--- config.mk ---
export PLATFORM = sky130hd
export DESIGN_NAME = cell_editor
export DESIGN_NICKNAME = d
export VERILOG_FILES = /design/src/rtl/cell_editor.sv
export SDC_FILE = /design/constraint.sdc
export NUM_CORES = 1
export LEC_CHECK = 0
export ABC_AREA = 1
export BUFFER_PORTS_ARGS = -buffer_cell sky130_fd_sc_hd__buf_2
export CAP_MARGIN = 20
export CORE_MARGIN = 10
export CORE_UTILIZATION = 53
export CTS_BUF_LIST = sky130_fd_sc_hd__clkbuf_4 sky130_fd_sc_hd__clkbuf_8 sky130_fd_sc_hd__clkbuf_16
export CTS_CLUSTER_DIAMETER = 50
export DETAILED_ROUTE_END_ITERATION = 8
export HOLD_SLACK_MARGIN = 0.05
export PLACE_DENSITY = 0.87
export SLEW_MARGIN = 20
export SYNTH_ARGS = -nofsm -noshare
export SYNTH_HDL_FRONTEND = slang
export SYNTH_SLANG_ARGS = --single-unit
export TNS_END_PERCENT = 5
--- constraint.sdc ---
create_clock -name clk_in -period 2.9 [get_ports clk_in]
set_input_delay 0.29 -clock clk_in [delete_from_list [all_inputs] [get_ports clk_in]]
set_output_delay 0.29 -clock clk_in [all_outputs]
set_load 0.02 [all_outputs]
--- src/rtl/cell_editor.sv ---
// Click-to-toggle editor: on each click rising edge, borrows the board memory from the
// engine and read-modify-writes the word holding the cursor cell, flipping just that cell.
module cell_editor #(
  parameter int LOG_BOARD_SIZE = 8,
  parameter int LOG_WORD_BITS  = 4,
  parameter int MEM_LATENCY    = 2,
  localparam int WORD_W        = 2 ** LOG_WORD_BITS,
  localparam int ADDR_W        = 2 * LOG_BOARD_SIZE - LOG_WORD_BITS
) (
  input  logic                      clk_in,
  input  logic                      rst_in,
  input  logic                      click_in,
  input  logic [LOG_BOARD_SIZE-1:0] cursor_x_in,
  input  logic [LOG_BOARD_SIZE-1:0] cursor_y_in,
  input  logic                      grant_in,
  input  logic [WORD_W-1:0]         rd_data_in,
  output logic                      req_out,
  output logic                      rd_en_out,
  output logic [ADDR_W-1:0]         addr_out,
  output logic                      wr_en_out,
  output logic [WORD_W-1:0]         wr_data_out,
  output logic                      done_out
);

  localparam int CNT_W = $clog2(MEM_LATENCY + 1);

  typedef enum logic [2:0] {
    ST_IDLE,
    ST_REQ,
    ST_READ,
    ST_WAIT,
    ST_WRITE,
    ST_DONE
  } state_t;

  state_t                   state_q;
  logic                     click_prev_q;
  logic [CNT_W-1:0]         cnt_q;
  logic [LOG_WORD_BITS-1:0] bit_q;
  logic                     req_q;
  logic                     rd_en_q;
  logic                     wr_en_q;
  logic                     done_q;
  logic [ADDR_W-1:0]        addr_q;
  logic [WORD_W-1:0]        wr_data_q;

  logic                     click_edge;
  logic [WORD_W-1:0]        bit_mask;

  assign click_edge = click_in & ~click_prev_q;
  assign bit_mask   = WORD_W'(1) << bit_q;

  // click_prev resets high so a button held across reset is not seen as a new click.
  always_ff @(posedge clk_in) begin
    if (rst_in) begin
      state_q      <= ST_IDLE;
      click_prev_q <= 1'b1;
      cnt_q        <= '0;
      bit_q        <= '0;
      req_q        <= 1'b0;
      rd_en_q      <= 1'b0;
      wr_en_q      <= 1'b0;
      done_q       <= 1'b0;
      addr_q       <= '0;
      wr_data_q    <= '0;
    end else begin
      click_prev_q <= click_in;
      rd_en_q      <= 1'b0;
      wr_en_q      <= 1'b0;
      done_q       <= 1'b0;
      case (state_q)
        ST_IDLE: begin
          if (click_edge) begin
            state_q <= ST_REQ;
            req_q   <= 1'b1;
            addr_q  <= {cursor_y_in, cursor_x_in[LOG_BOARD_SIZE-1:LOG_WORD_BITS]};
            bit_q   <= cursor_x_in[LOG_WORD_BITS-1:0];
          end
        end
        ST_REQ: begin
          if (grant_in) begin
            state_q <= ST_READ;
            rd_en_q <= 1'b1;
          end
        end
        ST_READ: begin
          state_q <= ST_WAIT;
          cnt_q   <= CNT_W'(1);
        end
        // cnt_q counts cycles since READ; the word is valid when it reaches MEM_LATENCY.
        ST_WAIT: begin
          if (cnt_q == CNT_W'(MEM_LATENCY)) begin
            state_q   <= ST_WRITE;
            wr_en_q   <= 1'b1;
            wr_data_q <= rd_data_in ^ bit_mask;
          end else begin
            cnt_q <= cnt_q + CNT_W'(1);
          end
        end
        ST_WRITE: begin
          state_q <= ST_DONE;
          req_q   <= 1'b0;
          done_q  <= 1'b1;
        end
        ST_DONE: begin
          state_q <= ST_IDLE;
          addr_q  <= '0;
        end
        default: begin
          state_q <= ST_IDLE;
          req_q   <= 1'b0;
          addr_q  <= '0;
        end
      endcase
    end
  end

  assign req_out     = req_q;
  assign rd_en_out   = rd_en_q;
  assign wr_en_out   = wr_en_q;
  assign done_out    = done_q;
  assign addr_out    = addr_q;
  assign wr_data_out = wr_data_q;

endmodule
==> reports/metrics.cfg <==
[synth]
synth.avg_cell_area_sq_um=6.89
synth_edf_count=0
async_flop_share=0
syn_nets=326
synth_area_sq_um=1990
ys_seq_area_frac=0.422
synth_cells=289
ys_types=26
yosys_warnings=0
yosysMostFrequentCell=nand2_1
synth_seq_cells=42
synth_top_flop_cell=dfxtp_1
yosysTopAreaCellShare=0.422
yosys.area.top_type=dfxtp_1
yosys-top-cells-count=nand2_1 (66), dfxtp_1 (42), inv_1 (35), nand3_1 (27), nor2_1 (21)
synth_area_leaders=dfxtp_1 (42%), nand2_1 (12%), nand3_1 (6.8%)

[worst_hold_path]
min_from=click_in
hp-class=input port to flop

[die]
die_h_um=81.3
die_w_um=81.3
rows=22
coreArea_sq_um=3630
ios=68
die_area_sq_um=6610
start_util=0.548

[sta]
drv_slew=0
max_freq_ghz=0.618
setup_viol=0
rsz0062_at_grt=false
relSlewSlack=0.575
setup_slack_ns=1.28
finClkSkew_ns=0.00776
fin_tns_setup_ns=0
final.period_utilization=0.558
hold_viol=0
finalCriticalPeriod_ns=1.62
worstMarginPinSlew_ns=0.637

[setup_path]
reg2reg_slack_ns=1.28
rr_endpoint=addr_out[2]
crit_type=flop to flop
crit_path_end=addr_out[2]
max_stage_delay_ns=0.42
start_kind=flop
worst_ep_arrival_time_ns=1.85
cp_max_fo=22
cp_top_family=simple AND/OR/NAND/NOR gates
crit_cells=5
cp_slowest_cell=nand4_2
crit_buf_inv=1
startpoint=state_q[1]
crit_chain=nor2_2 > nand4_2 > inv_2 > nand2_1 > a21oi_1
required_ns=3.13
end_kind=flop
rr_worst_depth=5
timing.rr.start=state_q[1]

[detailed_routing]
vias=1981
routed_via_density=4.99
drc=0
drtPass1Iterations=4
drtIter0Drc=176
routed_wl_um=5010
drtAntennaViolNets=0
wl_per_cell_um=12.6

[placed_design]
dp_hpwl_um=3760
dp_slack_ns=1.18
gp_congestion=0.791
port_buffers=67

[pwr]
p_leak_uw=0.00123
swShare=0.249
peakVddDrop_mv=0.352
internal_power_uw=886
clock_power_share=0.398
pwr-share-seq=0.509
p_sw_uw=293
pwr-share-comb=0.093
power_density_nw_per_um2=490

[global_route]
grt_use_total=0.147
antenna_found_initial=0
grt_pass1_wl_um=8100
grt_max_degree=33
grt_pass1_vias=1868
gr-total-overflow=0

[cts]
cts_resized=0
cts_setup_buffers=0
htree_levels=2
clkLatencyLatePin_ns=0.30
cts-root-buf=clkbuf_8
cts_sinks=42
cts_buffer_depth=2
cts_tree=built
ctsHoldBuffers=0
clk_pin_slew_ns=0.09
cts_made_buffers=5

[layout]
area.growth.synth_to_final_pct=20.9
fill_cells=363
final_net_count=385
drive_gt1_frac=0.241
diodes=0

[job]
cap_violations=0

[outcome]
status=finished clean

flip-flops by register name, indices dropped and copies added (netlist names):
signal	count
addr_out	12
wr_en_out	1
state_q	3
bit_q	4
cnt_q	2
rd_en_out	1
done_out	1
wr_data_out	16
req_out	1
click_prev_q	1
routing by layer:
layer  vias to the layer above  global-route usage  share of wire
li1                       1042                   -              -
met1                       869               0.166           0.44
met2                        64               0.244           0.44
met3                         6              0.0773           0.12
met4                         0              0.0294         0.0056
met5                         -                   0              0
worst reg2reg max path, stage by stage (launching register included):
cell     delay, ns
dfxtp_1       0.37
nor2_2        0.18
nand4_2       0.42
inv_2         0.36
nand2_1       0.08
a21oi_1       0.16
how the worst min path moves through the flow:
stage / slack (ns) / to / cells after the start
final: 0.22 / click_prev_q / 2
after global routing: 0.23 / addr_out[11] / 3
after CTS: 0.22 / click_prev_q / 2
after detailed placement: 0.46 / cnt_q[1] / 2
after global placement: 0.45 / req_out / 2
after floorplan: 0.40 / click_prev_q / 1
stage by stage:
stage / utilization / instance area (sq um) / hold slack [ns] / power (uW) / instances
after global placement: 0.631 / 2290 / 0.451 / 720 / 389
after global routing: 0.663 / 2410 / 0.229 / 1220 / 397
after detailed placement: 0.631 / 2290 / 0.464 / 723 / 389
final: 0.663 / 2410 / 0.222 / 1180 / 397
after floorplan: - / 1990 / 0.397 / 680 / 289
after CTS: 0.663 / 2410 / 0.220 / 1180 / 397
power by group through the flow:
stage	Sequential, uW	Clock, uW	Combinational, uW
after floorplan	618	0	62.0
after global placement	613	0	107
after detailed placement	614	0	109
after CTS	600	471	110
after global routing	602	491	124
final	600	469	109
cells in the final DEF (no fill, tap or decap), types with 4 or more instances in the layout:
cell	n
dfxtp_1	42
clkbuf_8	5
o21a_1	4
inv_1	35
nand3_1	27
a21oi_1	20
nor2_1	21
buf_2	67
nand4_1	5
nand2_1	66
o21ai_0	17
nor3_1	5
o21ai_1	20
logic make-up after synthesis:
logic type / Yosys count / share of synthesized area
compound gates: 62 / 0.162
fa+ha+maj: 1 / 0.00628
buf+inv: 53 / 0.119
flops: 42 / 0.422
simple gates: 131 / 0.290
final cells by class:
| type | instances | area, sq um | share of cell area |
|---|---|---|---|
| timing repair buffer | 67 | 335 | 0.139 |
| clock buffer | 5 | 68.8 | 0.0286 |
| tap | 48 | 60.1 | 0.0249 |
| clock inverter | 3 | 45.0 | 0.0187 |
| multi-input combinational | 194 | 913 | 0.379 |
| inverter | 38 | 144 | 0.0598 |
| sequential | 42 | 841 | 0.349 |
Note: power is estimated with default switching activity, not from simulation.
